--- config.mk ---
export PLATFORM = sky130hd
export DESIGN_NAME = stopwatch_ctrl
export DESIGN_NICKNAME = d
export VERILOG_FILES = /design/src/rtl/stopwatch_ctrl.sv
export SDC_FILE = /design/constraint.sdc
export NUM_CORES = 1
export LEC_CHECK = 0
export ABC_AREA = 1
export BUFFER_PORTS_ARGS = -buffer_cell sky130_fd_sc_hd__clkbuf_2
export CORE_MARGIN = 2
export CORE_UTILIZATION = 40
export DETAILED_ROUTE_END_ITERATION = 12
export PLACE_DENSITY_LB_ADDON = 0.1
export SYNTH_ARGS = -nofsm -noshare
export SYNTH_HDL_FRONTEND = slang
export SYNTH_SLANG_ARGS = --single-unit
--- constraint.sdc ---
create_clock -name clk -period 1.9 [get_ports clk]
set_input_delay 0.285 -clock clk [delete_from_list [all_inputs] [get_ports clk]]
set_output_delay 0.285 -clock clk [all_outputs]
set_load 0.03 [all_outputs]
--- src/rtl/stopwatch_ctrl.sv ---
// stopwatch_ctrl: tick prescalers, button conditioning and run/pause control.
// Build option: define STOPWATCH_DEBOUNCE_EN to insert the button debouncers.
module stopwatch_ctrl #(
    parameter int unsigned DIV_1HZ    = 100_000_000,
    parameter int unsigned DIV_ADJ    = 50_000_000,
    parameter int unsigned DEB_CYCLES = 1_000_000
) (
    input  logic clk,
    input  logic reset,
    input  logic btn_pause,
    input  logic btn_clear,
    input  logic adjust,
    input  logic select,
    output logic cnt_en,
    output logic adj_en,
    output logic adj_sel,
    output logic clr,
    output logic running,
    output logic blink
);

    localparam int unsigned P1_W = (DIV_1HZ > 1) ? $clog2(DIV_1HZ) : 1;
    localparam int unsigned PA_W = (DIV_ADJ > 1) ? $clog2(DIV_ADJ) : 1;
    localparam logic [P1_W-1:0] P1_LAST = P1_W'(DIV_1HZ - 1);
    localparam logic [PA_W-1:0] PA_LAST = PA_W'(DIV_ADJ - 1);

    typedef enum logic {
        S_RUN   = 1'b0,
        S_PAUSE = 1'b1
    } state_e;

    // raw input bit order: 0 pause, 1 clear, 2 adjust, 3 select
    logic [3:0]      sync1_q, sync1_d;
    logic [3:0]      sync2_q, sync2_d;
    logic            adj_sel_q, adj_sel_d;
    logic [1:0]      lvl;
    logic [1:0]      lvl_prev_q, lvl_prev_d;
    logic            pause_evt, clear_evt;
    logic            adj_on;
    logic            p1_term, pa_term;
    logic [P1_W-1:0] p1_q, p1_d;
    logic [PA_W-1:0] pa_q, pa_d;
    logic            cnt_en_q, cnt_en_d;
    logic            adj_en_q, adj_en_d;
    logic            clr_q, clr_d;
    logic            blink_q, blink_d;
    state_e          state_q, state_d;

    // two-stage synchronizers plus the extra stage on select
    always_comb begin
        sync1_d   = {select, adjust, btn_clear, btn_pause};
        sync2_d   = sync1_q;
        adj_sel_d = sync2_q[3];
    end

`ifdef STOPWATCH_DEBOUNCE_EN
    localparam int unsigned DEB_W = (DEB_CYCLES > 1) ? $clog2(DEB_CYCLES) : 1;
    localparam logic [DEB_W-1:0] DEB_LAST = DEB_W'(DEB_CYCLES - 1);

    logic [1:0]            deb_q, deb_d;
    logic [1:0][DEB_W-1:0] deb_cnt_q, deb_cnt_d;

    // level only follows the synchronized button after a stable run
    always_comb begin
        deb_d     = deb_q;
        deb_cnt_d = deb_cnt_q;
        for (int i = 0; i < 2; i++) begin
            if (sync2_q[i] == deb_q[i]) begin
                deb_cnt_d[i] = '0;
            end else if (deb_cnt_q[i] == DEB_LAST) begin
                deb_d[i]     = sync2_q[i];
                deb_cnt_d[i] = '0;
            end else begin
                deb_cnt_d[i] = deb_cnt_q[i] + 1'b1;
            end
        end
    end

    // debouncer state
    always_ff @(posedge clk) begin
        if (!reset) begin
            deb_q     <= '0;
            deb_cnt_q <= '0;
        end else begin
            deb_q     <= deb_d;
            deb_cnt_q <= deb_cnt_d;
        end
    end

    assign lvl = deb_q;
`else
    assign lvl = sync2_q[1:0];
`endif

    // rising edges of the clean button levels become one-cycle events
    always_comb begin
        lvl_prev_d = lvl;
        pause_evt  = lvl[0] & ~lvl_prev_q[0];
        clear_evt  = lvl[1] & ~lvl_prev_q[1];
    end

    // run/pause state register
    always_ff @(posedge clk) begin
        if (!reset) begin
            state_q <= S_RUN;
        end else begin
            state_q <= state_d;
        end
    end

    // a pause event flips between run and pause
    always_comb begin
        state_d = state_q;
        if (pause_evt) begin
            state_d = (state_q == S_RUN) ? S_PAUSE : S_RUN;
        end
    end

    // state decode
    always_comb begin
        running = (state_q == S_RUN);
    end

    // prescalers free-run; enables are gated at the terminal count
    always_comb begin
        adj_on   = sync2_q[2];
        p1_term  = (p1_q == P1_LAST);
        pa_term  = (pa_q == PA_LAST);
        p1_d     = (clear_evt || p1_term) ? '0 : p1_q + 1'b1;
        pa_d     = (clear_evt || pa_term) ? '0 : pa_q + 1'b1;
        cnt_en_d = p1_term & running & ~adj_on;
        adj_en_d = pa_term & running & adj_on;
        blink_d  = adj_on ? (blink_q ^ pa_term) : 1'b0;
        clr_d    = clear_evt;
    end

    // datapath registers
    always_ff @(posedge clk) begin
        if (!reset) begin
            sync1_q    <= '0;
            sync2_q    <= '0;
            adj_sel_q  <= 1'b0;
            lvl_prev_q <= '0;
            p1_q       <= '0;
            pa_q       <= '0;
            cnt_en_q   <= 1'b0;
            adj_en_q   <= 1'b0;
            clr_q      <= 1'b0;
            blink_q    <= 1'b0;
        end else begin
            sync1_q    <= sync1_d;
            sync2_q    <= sync2_d;
            adj_sel_q  <= adj_sel_d;
            lvl_prev_q <= lvl_prev_d;
            p1_q       <= p1_d;
            pa_q       <= pa_d;
            cnt_en_q   <= cnt_en_d;
            adj_en_q   <= adj_en_d;
            clr_q      <= clr_d;
            blink_q    <= blink_d;
        end
    end

    assign cnt_en  = cnt_en_q;
    assign adj_en  = adj_en_q;
    assign adj_sel = adj_sel_q;
    assign clr     = clr_q;
    assign blink   = blink_q;

endmodule

Word-level counts from Yosys, hierarchy flattened
Index checks and enable logic that the tools add are counted.
- flip-flop bits (word level): 69
- bits of input ports: 6
- output and inout bits: 6
- logic and storage cells: 33
- add/subtract/negate cells: 2
- equality and inequality tests: 2
- multiplexer cells: 1
- bitwise gates (word level): 12
- reductions and logical operators: 5
- operators with widths (kind ; count):
    27-bit by 1-bit adder with 27-bit output, second input constant ; 1
    27-bit == test, second input constant ; 1
    26-bit by 1-bit adder with 26-bit output, second input constant ; 1
    26-bit == test, second input constant ; 1
    1-bit AND ; 6
    1-bit NOT ; 5
    2-bit OR reduction ; 2
    1-bit logical OR ; 2
    2-bit AND reduction ; 1
    1-bit 2-to-1 mux ; 1
    1-bit XOR ; 1

Longest topological paths before layout
- depth in word-level cells: 4
- depth in mapped cells: 9
- gate-level depth less buffers: 9

Worst setup path before layout
Ideal clock, no wire load.
- kind: register to register
- from: register p1_q[0]
- to: register p1_q[14]
- library setup time: 115 ps
- data arrival time: 1299 ps
- required time: 1785 ps
- slack: 487 ps
- cell stages (with the launch flop): 10
- buffers on the path: 1
- clock period less this slack: 1413 ps
- cell sequence: dfxtp_1 -> ha_1 -> nand2_1 -> nor2_4 -> nand2_2 -> nor2_1 -> nand2_2 -> nand2_4 -> buf_6 -> nor2_1
- word-level cells in the longest chain between the ends: 3
- elaborated cells between the ends (all ways): 4
- those cells by class: add/sub: 1; eq/ne: 1; reduce/logical: 2
- RTL lines (what ; line ; source):
    start: declaration ; 41 ; logic [P1_W-1:0] p1_q, p1_d;
    start signal: assignment ; 155 ; p1_q <= p1_d;
    branches (longest 3 deep; another with 27-bit by 1-bit adder with 27-bit output) ; n/a ;
Several ways; the timed one is not identified.
A chain may end at the register's enable or synchronous reset.

Final worst setup path
- from: register p1_q[0]
- to: register p1_q[4]
Same word-level chain as after synthesis.

==> insert_results.sql <==
INSERT INTO impl_metrics (metric_group, metric, value, unit) VALUES
('power_and_ir_drop', 'peakVddDrop', '0.000382', 'V'),
('route', 'drtPass1Iterations', '4', ''),
('floorplanning', 'standard_cell_rows', '33', ''),
('cts', 'cts_buffers', '9', ''),
('route', 'avgRoutedWirePerCell', '11.5', 'um'),
('logic_synthesis', 'syn_nets', '516', ''),
('critical_path', 'path_class', 'reg -> reg', ''),
('route', 'drt_wl_total', '7320', 'um'),
('floorplanning', 'die_area', '9140', 'um2'),
('logic_synthesis', 'ys_ff_latch', '69', ''),
('timing', 'setup_viol', '0', ''),
('logic_synthesis', 'syn_inst', '508', ''),
('global_routing', 'gr-total-overflow', '0', ''),
('logic_synthesis', 'synth_fa_ha_area_share', '0.745', '%'),
('critical_path', 'delay_of_the_slowest_cell_on_the_worst_path', '360', 'ps'),
('critical_path', 'worst_ep_required_time', '2130', 'ps'),
('placed_design', 'globalplace.congestion', '0.837', ''),
('placed_design', 'place_hpwl', '5490', 'um'),
('final_layout', 'layout.cell_area.non_filler', '3790', 'um2'),
('power_and_ir_drop', 'power_leakage', '1.42', 'nW'),
('logic_synthesis', 'synth.avg_cell_area', '6.61', 'um2'),
('timing', 'clock_skew', '8.96', 'ps'),
('logic_synthesis', 'area_share_of_xor_xnor_cells_in_the_synthesized_design', '6.26', '%'),
('floorplanning', 'pin_count', '12', ''),
('final_layout', 'drive_above_1_share', '8.99', '%'),
('floorplanning', 'initial_core_util', '41.1', '%'),
('critical_path', 'critPathTopFamily', 'simple AND/OR/NAND/NOR gates', ''),
('placed_design', 'port-buffer-count', '11', ''),
('cts', 'cts_sinks', '69', ''),
('route', 'detail_route.drc_violations', '0', ''),
('logic_synthesis', 'syn_std_cell_area', '3360', 'um2'),
('final_layout', 'antenna-diode-count', '0', ''),
('timing', 'timing.final.max_slew_violations', '0', ''),
('logic_synthesis', 'yosys_most_used_dff', 'dfxtp_1', ''),
('logic_synthesis', 'yosys_warnings', '0', ''),
('logic_synthesis', 'async_flop_share', '0', '%'),
('critical_path', 'critical_path_buf_inv_count', '0', ''),
('final_layout', 'areaGrowthSynthToFinish', '12.8', '%'),
('floorplanning', 'fp.dieW', '95.6', 'um'),
('critical_path', 'timing.critical_path.cells', 'ha_1 > nand2_1 > nor2_4 > nand2_2 > nor2_1 > nand2_2 > nand2_4 > nor2_1', ''),
('run_status', 'status', 'finished, final reports clean', ''),
('cts', 'post_cts_buffers', '0', ''),
('min_path', 'worstHoldPathType', 'in -> reg', ''),
('cts', 'cts_tree', 'built', ''),
('critical_path', 'timing.critical_path.fanout_max', '23', ''),
('global_routing', 'grt_pass1_vias', '2740', ''),
('critical_path', 'endpoint_kind', 'flop', ''),
('cts', 'post_cts_resized', '0', ''),
('cts', 'cts_hold_repair.buffers', '0', ''),
('cts', 'clk_root_buffer_cell', 'clkbuf_8', ''),
('cts', 'worst_setup_hold_path_clk_slew', '80', 'ps'),
('timing', 'final_period_minus_worst_setup_slack', '1610', 'ps'),
('placed_design', 'pre_cts_ws', '282', 'ps'),
('timing', 'rsz0062_at_grt', 'no', ''),
('logic_synthesis', 'synth_top_family_by_area', 'simple AND/OR/NAND/NOR gates', ''),
('critical_path', 'cp.arrival', '1830', 'ps'),
('critical_path', 'cp_slowest_cell', 'dfxtp_1', ''),
('timing', 'final_hold_fails', '0', ''),
('logic_synthesis', 'synth_compound_area_share', '3.47', '%'),
('timing', 'max_slew_margin', '78.5', '%'),
('route', 'via_density', '4.64', ''),
('route', 'dr.first_iter.drc_count', '162', ''),
('timing', 'setup-tns-final', '0', 'ps'),
('logic_synthesis', 'synth_cell_type_count', '24', ''),
('logic_synthesis', 'yosys.area_share.simple', '40.4', '%'),
('global_routing', 'antenna_found_initial', '0', ''),
('timing', 'finalWorstSetupSlack', '294', 'ps'),
('timing', 'hold-worst-slack', '116', 'ps'),
('cts', 'clock_tree.htree_level_count', '3', ''),
('placed_design', 'dpl-instance-area', '3520', 'um2'),
('final_layout', 'fin_nets', '537', '');
per-stage QoR:
stage	util, %	instances	power [mW]
6_report	46.3	639	3.14
5_1_grt	46.3	639	3.25
4_1_cts	46.3	639	3.19
3_5_place_dp	43.1	623	1.60
3_3_place_gp	43.1	623	1.60
2_1_floorplan	-	508	1.58
flip-flops by register name, indices dropped and copies added (netlist names):
| signal | cells |
|---|---|
| clr | 1 |
| adj_sel | 1 |
| sync2_q | 4 |
| pa_q | 26 |
| lvl_prev_q | 2 |
| sync1_q | 4 |
| state_q | 1 |
| cnt_en | 1 |
| blink | 1 |
| adj_en | 1 |
| p1_q | 27 |
where the power goes:
part	leakage, nW	switching (mW)	internal, mW	total (mW)
logic	0.732	0.0566	0.0311	0.0877
registers	0.559	0.0109	1.47	1.48
clock network	0.129	0.572	1.00	1.57
area by class of cell:
type,instances,area [um2]
Clock buffer,9,124
Clock inverter,7,138
Fill cell,864,4390
Inverter,58,218
Multi-Input combinational cell,376,1710
Sequential cell,69,1380
Tap cell,105,131
Timing Repair Buffer,15,85.1
routing by layer:
layer | GRT usage, % | wire, um | vias up
li1 | - | - | 1587
met1 | 25.7 | 3940 | 1333
met2 | 26.1 | 3050 | 42
met3 | 3.08 | 268 | 6
met4 | 7.86 | 72 | 0
met5 | 0 | 0 | -
path summary, 6_finish.rpt:
| path | start | to | slack [ps] | cells after the start |
|---|---|---|---|---|
| max | p1_q[0] | p1_q[4] | 290 | 8 |
| min | btn_pause | sync1_q[0] | 120 | 3 |
| max reg2reg | p1_q[0] | p1_q[4] | 290 | 8 |
| min reg2reg | sync1_q[0] | sync2_q[0] | 410 | 2 |
cell usage after synthesis (2+ instances only):
cell type	count	area share, %
nand2_2	4	0.75
nand4_1	5	0.93
ha_1	2	0.75
xnor2_1	10	2.6
buf_6	4	1.3
nor2_1	123	14
or2_2	3	0.56
inv_1	58	6.5
nand2_1	147	16
nor2_2	7	1.3
dfxtp_1	69	41
nand3_1	31	4.6
and2_1	5	0.93
a21oi_1	16	2.4
xor2_1	14	3.7
nor3_1	2	0.30
worst register-to-register path, delay by kind of cell (launching register included):
kind / cells / cell delay [ps]
adders and majority gates: 1 / 190
and+or+nand+nor: 7 / 930
DFF: 1 / 360
placed cells by master, fill, tap and decap left out, types with 3 or more instances in the layout:
cell and count:
or2_2 3, bufinv_16 4, inv_1 58, dfxtp_1 69
buf_4 4, clkbuf_2 11, nand2_2 4, xnor2_1 10
nand4_1 5, nor2_1 123, nand3_1 31, xor2_1 14
nand2_1 147, a21oi_1 16, and2_1 5, clkbuf_8 9
nor2_2 7
cells by family after synthesis:
| kind of cell | count (synthesis) |
|---|---|
| fa+ha+maj | 2 |
| simple gates | 330 |
| xor+xnor | 24 |
| flops | 69 |
| compound gates | 20 |
| buf+inv | 63 |
Note: power is estimated with default switching activity, not from simulation.
